`src/rtl/fifo_rd_stream.sv`:
```
// fifo_rd_stream: read-side stream adapter for a TDP18K FIFO running in FIFO mode.
// Drives REN with credit-based flow control and captures RDATA after RD_LAT
// cycles into a skid buffer. It also sequences the FIFO flush and latches
// underrun as a sticky error.
// Ports: CLK_i, RST_ni (async, active low), FLUSH_i
//        FIFO_REN_o, FIFO_RDATA_i, FIFO_EMPTY_i, FIFO_UNDERRUN_i, FIFO_FLUSH_no
//        M_VALID_o, M_READY_i, M_DATA_o (stream side), ERR_o (sticky underrun)
// Optional: define FIFO_RD_STREAM_STATS_EN to add WORD_CNT_o / STALL_CNT_o.
module fifo_rd_stream #(
  parameter int DATA_W    = 18,
  parameter int RD_LAT    = 1,
  parameter int BUF_DEPTH = 2
) (
  input  logic              CLK_i,
  input  logic              RST_ni,
  input  logic              FLUSH_i,
  output logic              FIFO_REN_o,
  input  logic [DATA_W-1:0] FIFO_RDATA_i,
  input  logic              FIFO_EMPTY_i,
  input  logic              FIFO_UNDERRUN_i,
  output logic              FIFO_FLUSH_no,
  output logic              M_VALID_o,
  input  logic              M_READY_i,
  output logic [DATA_W-1:0] M_DATA_o,
  output logic              ERR_o
`ifdef FIFO_RD_STREAM_STATS_EN
  ,
  output logic [31:0]       WORD_CNT_o,
  output logic [15:0]       STALL_CNT_o
`endif
);

  localparam int PW = (BUF_DEPTH > 1) ? $clog2(BUF_DEPTH) : 1;
  // Wide enough for count + inflight together.
  localparam int CW = $clog2(BUF_DEPTH + RD_LAT + 1);

  typedef enum logic {
    S_FLUSH,
    S_RUN
  } state_t;

  state_t            r_state;
  logic              r_fcnt;
  logic              r_flush_n;
  logic              r_err;
  logic [RD_LAT-1:0] r_sr;
  logic [PW-1:0]     r_head;
  logic [PW-1:0]     r_tail;
  logic [CW-1:0]     r_count;
  logic [DATA_W-1:0] r_buf [BUF_DEPTH];

  logic              w_pop;
  logic              w_push;
  logic              w_ren;
  logic [CW-1:0]     w_infl;
  logic [CW-1:0]     w_credit;
  logic [RD_LAT-1:0] w_sr_nxt;

  function automatic logic [PW-1:0] f_inc(
    input logic [PW-1:0] p
  );
    return (p == PW'(BUF_DEPTH - 1)) ? '0 : p + PW'(1);
  endfunction

  assign M_VALID_o     = (r_count != '0);
  assign M_DATA_o      = r_buf[r_head];
  assign FIFO_FLUSH_no = r_flush_n;
  assign ERR_o         = r_err;
  assign w_pop         = M_VALID_o && M_READY_i;
  // Marker leaving the shift register means RDATA is valid now.
  assign w_push        = r_sr[RD_LAT-1];

  always_comb begin
    w_infl = '0;
    for (int i = 0; i < RD_LAT; i++) begin
      w_infl = w_infl + CW'(r_sr[i]);
    end
  end

  // Reserve a buffer slot for every read already issued.
  // A pop this cycle frees one slot, so full throughput holds.
  assign w_credit = r_count + w_infl - CW'(w_pop);

  assign w_ren = (r_state == S_RUN) && !FIFO_EMPTY_i
              && (w_credit < CW'(BUF_DEPTH));

  assign FIFO_REN_o = w_ren;

  always_comb begin
    w_sr_nxt    = r_sr << 1;
    w_sr_nxt[0] = w_ren;
  end

  always_ff @(posedge CLK_i or negedge RST_ni) begin
    if (!RST_ni) begin
      r_state   <= S_FLUSH;
      r_fcnt    <= 1'b0;
      r_flush_n <= 1'b0;
    end else begin
      unique case (r_state)
        S_FLUSH: begin
          if (FLUSH_i) begin
            r_fcnt <= 1'b0;
          end else if (r_fcnt) begin
            r_state   <= S_RUN;
            r_flush_n <= 1'b1;
            r_fcnt    <= 1'b0;
          end else begin
            r_fcnt <= 1'b1;
          end
        end
        S_RUN: begin
          if (FLUSH_i) begin
            r_state   <= S_FLUSH;
            r_flush_n <= 1'b0;
            r_fcnt    <= 1'b0;
          end
        end
      endcase
    end
  end

  // A flush drops everything, including words still in flight.
  always_ff @(posedge CLK_i or negedge RST_ni) begin
    if (!RST_ni) begin
      r_sr    <= '0;
      r_head  <= '0;
      r_tail  <= '0;
      r_count <= '0;
      for (int i = 0; i < BUF_DEPTH; i++) begin
        r_buf[i] <= '0;
      end
    end else if (FLUSH_i) begin
      r_sr    <= '0;
      r_head  <= '0;
      r_tail  <= '0;
      r_count <= '0;
    end else begin
      r_sr <= w_sr_nxt;
      if (w_push) begin
        r_buf[r_tail] <= FIFO_RDATA_i;
        r_tail        <= f_inc(r_tail);
      end
      if (w_pop) begin
        r_head <= f_inc(r_head);
      end
      if (w_push && !w_pop) begin
        r_count <= r_count + CW'(1);
      end else if (!w_push && w_pop) begin
        r_count <= r_count - CW'(1);
      end
    end
  end

  always_ff @(posedge CLK_i or negedge RST_ni) begin
    if (!RST_ni) begin
      r_err <= 1'b0;
    end else if (FLUSH_i) begin
      r_err <= 1'b0;
    end else if (r_state == S_RUN && FIFO_UNDERRUN_i) begin
      r_err <= 1'b1;
    end
  end

  a_no_push_full : assert property (
    @(posedge CLK_i) disable iff (!RST_ni)
    !(w_push && !w_pop && !FLUSH_i && r_count == CW'(BUF_DEPTH))
  );

`ifdef FIFO_RD_STREAM_STATS_EN
  logic [31:0] r_word_cnt;
  logic [15:0] r_stall_cnt;

  assign WORD_CNT_o  = r_word_cnt;
  assign STALL_CNT_o = r_stall_cnt;

  always_ff @(posedge CLK_i or negedge RST_ni) begin
    if (!RST_ni) begin
      r_word_cnt  <= '0;
      r_stall_cnt <= '0;
    end else begin
      if (FLUSH_i) begin
        r_word_cnt <= '0;
      end else if (w_pop) begin
        r_word_cnt <= r_word_cnt + 32'd1;
      end
      if (M_VALID_o && !M_READY_i && r_stall_cnt != 16'hFFFF) begin
        r_stall_cnt <= r_stall_cnt + 16'd1;
      end
    end
  end
`endif

endmodule

```
`config.mk`:
```
export PLATFORM = sky130hd
export DESIGN_NAME = fifo_rd_stream
export DESIGN_NICKNAME = d
export VERILOG_FILES = /design/src/rtl/fifo_rd_stream.sv
export SDC_FILE = /design/constraint.sdc
export NUM_CORES = 1
export LEC_CHECK = 0
export ABC_AREA = 0
export CAP_MARGIN = 20
export CORE_MARGIN = 3
export CORE_UTILIZATION = 50
export DETAILED_ROUTE_END_ITERATION = 8
export HOLD_SLACK_MARGIN = 0.03
export PLACE_DENSITY_LB_ADDON = 0.2
export SLEW_MARGIN = 20
export SYNTH_ARGS = -nofsm -noshare
export SYNTH_HDL_FRONTEND = slang
export SYNTH_SLANG_ARGS = --single-unit
```
`constraint.sdc`:
```
create_clock -name CLK_i -period 1.9 [get_ports CLK_i]
set_clock_uncertainty 0.1 [all_clocks]
set_input_delay 0.285 -clock CLK_i [delete_from_list [all_inputs] [get_ports CLK_i]]
set_output_delay 0.285 -clock CLK_i [all_outputs]
set_load 0.02 [all_outputs]
```
# Word-level counts from Yosys, hierarchy flattened
# Index checks and enable logic that the tools add are counted.
# Widths: inputs -> output; s select.
# word_totals
inputBits	24
register_bits	45
output_inout_bits	22
# op_classes
n_bitwise	4
mux	29
n_reduce_logical	17
add_sub_neg	6
n_lt_le_gt_ge	4
eq_ne	3
# ops
op	count
$mux 18	4
$bwmux 36	1
$demux 18 s1	1
$mux 1	17
$reduce_bool 2->1	4
$logic_and 1x1->1	7
$mux 2	3
$ne 2x2->1 const B	3
$pmux 1 s2	3
$ge 2x2->1 const B	2
$not 1->2	2
$logic_not 1->1	3
$reduce_and 3->1	1
$reduce_bool 3->1	1
$add 1x1->1 const B	2
$add 2x1->2	1
$add 2x1->2 const B	1
$lt 2x1->1 const B	1
$lt 2x2->1 const B	1
$not 1->1	2
$reduce_and 2->1	1
$sub 2x1->2	1
$sub 2x1->2 const B	1

# Depth between registers and ports, before layout
# logic_depth
depth_word	6
ltp_mapped	5

# Worst setup path before layout
# OpenSTA, ideal clock, no wires.
# synth_path
path_kind	reg2out
from	register r_count[1]
to	output FIFO_REN_o
setup_slack_ns	0.131
t_required_ns	1.515
stages_incl_launch_ff	6
t_arrival_ns	1.384
path_cell_list	dfrtp_1 > o21a_1 > ha_1 > nor2b_1 > xnor2_1 > nor2_1
# synth_via
elab_chain_len	5
word_cells_on_any_way	6
# synth_lines
item	line_no	source
from (decl)	49	logic [CW-1:0] r_count;
from (signal assigned)	148	r_count <= r_count + CW'(1);
from (signal assigned)	150	r_count <= r_count - CW'(1);
branches (longest 2 deep; another with $add 2x1->2)	-	
$sub 2x1->2 (*)	82	assign w_credit = r_count + w_infl - CW'(w_pop);
$lt 2x2->1 (*)	85	&& (w_credit < CW'(BUF_DEPTH));
$logic_and 1x1->1 (*)	85	
to (decl)	17	output logic FIFO_REN_o,
# Mark *: on every way between the ends.

# Final worst setup path
# layout_path
from	register r_count[0]
to	output FIFO_REN_o
# The elaborated chain is that of the path after synthesis.

==> out/qor.yml <==
run_status:
  status: "complete, but fails checks"
  violations: "negative setup slack"
drt:
  number_of_remaining_drc_errors: 0
  routed_vias: 1342
  routed_wl_mm: 4.00
  drt_first_iter_violations: 24
  detailedRoute.firstPassIterationCount: 4
  drtAntennaViolNets: 0
  via_per_inst: 5.22
  wire_per_inst_um: 15.6
floorplanning:
  starting_density_pct: 53.9
  coreArea_mm2: 0.00383
  floorplan.io_pins: 46
  fp-row-count: 22
  die_area_mm2: 0.00493
  floorplan.die.height_um: 70.2
  die_w_um: 70.2
timing:
  finalSetupViolations: 1
  fmaxAchievable_mhz: 488
  period_needed_ns: 2.05
  slew-limit-headroom_pct: 69.6
  rsz0062_at_grt: "yes"
  worst_pin_slew_ns: 0.456
  fin_crit_sh_pct: 108
  hold_viol_final: 0
  final_critical_path_setup_slack_ns: -0.147
  slew_viol_final: 0
layout:
  layout.cells.non_filler: 257
  layout.cells.most_common_list: "sky130_fd_sc_hd__dfrtp_1, sky130_fd_sc_hd__mux2_2, sky130_fd_sc_hd__clkdlybuf4s50_1, sky130_fd_sc_hd__buf_4, sky130_fd_sc_hd__buf_2"
  final_nets: 233
  insertedDiodeCount: 0
  fillers: 261
  area_delta_synth_final_pct: 33.2
  final_util_pct: 71.8
  layout_commonest_cell: "sky130_fd_sc_hd__dfrtp_1"
  layout_cell_share_with_drive_strength_beyond_1_pct: 50.7
worst_setup_path:
  cpPeakStageDelay_ns: 0.40
  worst_setup_path_type: "flip-flop to output pin"
  worst-path-max-fanout: 2
  timing.critical_path.slowest_stage_cell: "sky130_fd_sc_hd__dfrtp_1"
  worst-endpoint-required_ns: 1.51
  setup.worst_path.start_class: "flip-flop"
  critical_path_arrival_ns: 1.66
  timing.rr.end: "r_sr"
  timing.critical_path.from: "r_count[0]"
  r2r_cells: 7
  r2r_setup_slack_ns: 0.15
  crit_path_cell_trace: "o21a_1 -> ha_4 -> xnor2_4 -> xnor2_2 -> nor2_1 -> buf_4"
  critical_path.endpoint_type: "output pin"
  critical_path.endpoint: "FIFO_REN_o"
  reg2reg_from: "r_count[0]"
synthesis:
  cells_taking_the_most_area_after_synthesis: "sky130_fd_sc_hd__dfrtp_1, sky130_fd_sc_hd__mux2_2, sky130_fd_sc_hd__mux2_4"
  post_synth.cell_area_avg_um2: 14.6
  netlist.top_cell.by_area: "sky130_fd_sc_hd__dfrtp_1"
  synthesis.nets: 166
  ys_seq_elements: 45
  synth-warning-count: 0
  synth_cells: 141
  synth_cell_type_count: 25
  seq_area_frac_synth_pct: 54.6
  syn_area_mm2: 0.00206
  synth.top_cell.area_share_pct: 54.6
hold_path:
  worst_hold_path_type: "input port to async pin"
placed_design:
  gp_congestion: 0.742
  place_hpwl_mm: 2.90
  port_buffers: 45
  dpl_worst_slack_ns: -0.745
  post-place-cells: 243
clock_network:
  cts_htree_levels: 2
  clk_transition_reported_paths_ns: 0.07
  clk_latency_ns: 0.29
  tritoncts.num_buffers: 5
  cts.sink_count: 45
  cts.root.buffer_cell: "sky130_fd_sc_hd__clkbuf_8"
  cts_tree: "built"
  clockBufferDepth: 2
global_routing:
  globalRoute.busiestLayer: "met2"
  grt_use_met3_pct: 6.04
  grt_antenna_before_repair: 0
  first_global_vias: 1382
  use_met2_pct: 26.9
  use_met1_pct: 22.1
  grt_max_degree: 21
  global_route.overflow_total: 0
  grt_pass1_wl_mm: 6.61
  globalRouteTotalUtil_pct: 17.2
pwr:
  p_leak_uw: 0.00135
  vdd_drop_max_mv: 0.823
  powerDensity_mw_per_mm2: 1010
  p_total_uw: 2770
run:
  max_cap_viol_count: 0
-- stage by stage --
step | TNS [ns] | hold slack [ns] | instance area (um2)
finish | -0.147 | 0.369 | 2750
global route | -0.229 | 0.388 | 2750
CTS | -0.185 | 0.375 | 2690
detailed placement | -0.778 | 0.159 | 2650
global placement | -0.588 | 0.150 | 2650
floorplan | 0 | -0.111 | 2060
-- repair_timing --
item,4_1_cts,5_1_grt
gates resized for setup,71,8
buffers inserted,3,2
hold buffers,1,0
endpoints found under the hold margin,18,0
endpoints found under the setup margin,20,2
pin swaps,2,4
-- logic make-up (layout without fill, tap and decap cells) --
group                    after synthesis  in the layout  share of synthesized area [%]
buffers and inverters                  9             77                           2.61
multiplexers                          55             55                           31.8
AND/OR/NAND/NOR                       18             18                           5.88
XOR/XNOR                               5              5                           2.12
flip-flops                            45             45                           54.6
adder cells (fa/ha/maj)                1              1                          0.606
AO/OA/AOI/OAI                          8              8                           2.43
-- Yosys cell counts, drive strengths merged --
library cell and count:
nor2 8, or2 2, nand2 1, nand3b 2, buf 6, a21oi 3
o21ai 2, xor2 1, inv 3, nand2b 2, mux2i 1, nor3 2
nor2b 1, mux2 54, o2bb2ai 1, ha 1, o21a 1, xnor2 4
a2111oi 1, dfrtp 45
-- power breakdown --
group          switching [uW]  internal [uW]  total [uW]
clock                     281            261         542
sequential                112           1170        1280
combinational             454            494         948
total                     847           1930        2770
-- critical path, delay by kind of cell (launching register included) --
| family | cells | cell delay [ns] |
|---|---|---|
| AO/OA/AOI/OAI | 1 | 0.24 |
| XOR/XNOR | 2 | 0.32 |
| adder cells (fa/ha/maj) | 1 | 0.19 |
| buffers and inverters | 1 | 0.16 |
| flip-flops | 1 | 0.40 |
| AND/OR/NAND/NOR | 1 | 0.07 |
-- flip-flops by register name, summed over array words and instances (netlist names) --
register,count
r_buf,36
r_count,2
ERR_o,1
FIFO_FLUSH_no,1
r_fcnt,1
r_head,1
r_sr,1
r_state,1
r_tail,1
-- layout make-up --
| class | instances | area (um2) | area share, % |
|---|---|---|---|
| clock buffers | 8 | 80.1 | 2.91 |
| well taps | 48 | 60.1 | 2.18 |
| repair buffers | 66 | 542 | 19.7 |
| inverters | 3 | 11.3 | 0.410 |
| multi-input cells | 87 | 930 | 33.8 |
| flip-flops and latches | 45 | 1130 | 41.0 |
-- metal layers --
layer | vias to the layer above | share of wire (%)
li1 | 626 | -
met1 | 674 | 43
met2 | 33 | 50
met3 | 9 | 5.3
met4 | 0 | 2.2
met5 | - | 0
-- how the worst min path moves through the flow --
stage | depth (start not counted) | endpoint | startpoint | slack (ns)
finish | 2 | r_sr | RST_ni | 0.37
global route | 2 | r_sr | RST_ni | 0.39
CTS | 2 | r_buf[32] | RST_ni | 0.38
detailed placement | 1 | r_sr | RST_ni | 0.16
global placement | 1 | r_sr | RST_ni | 0.15
floorplan | 0 | ERR_o | RST_ni | -0.11
(Power assumes the default switching activity.)
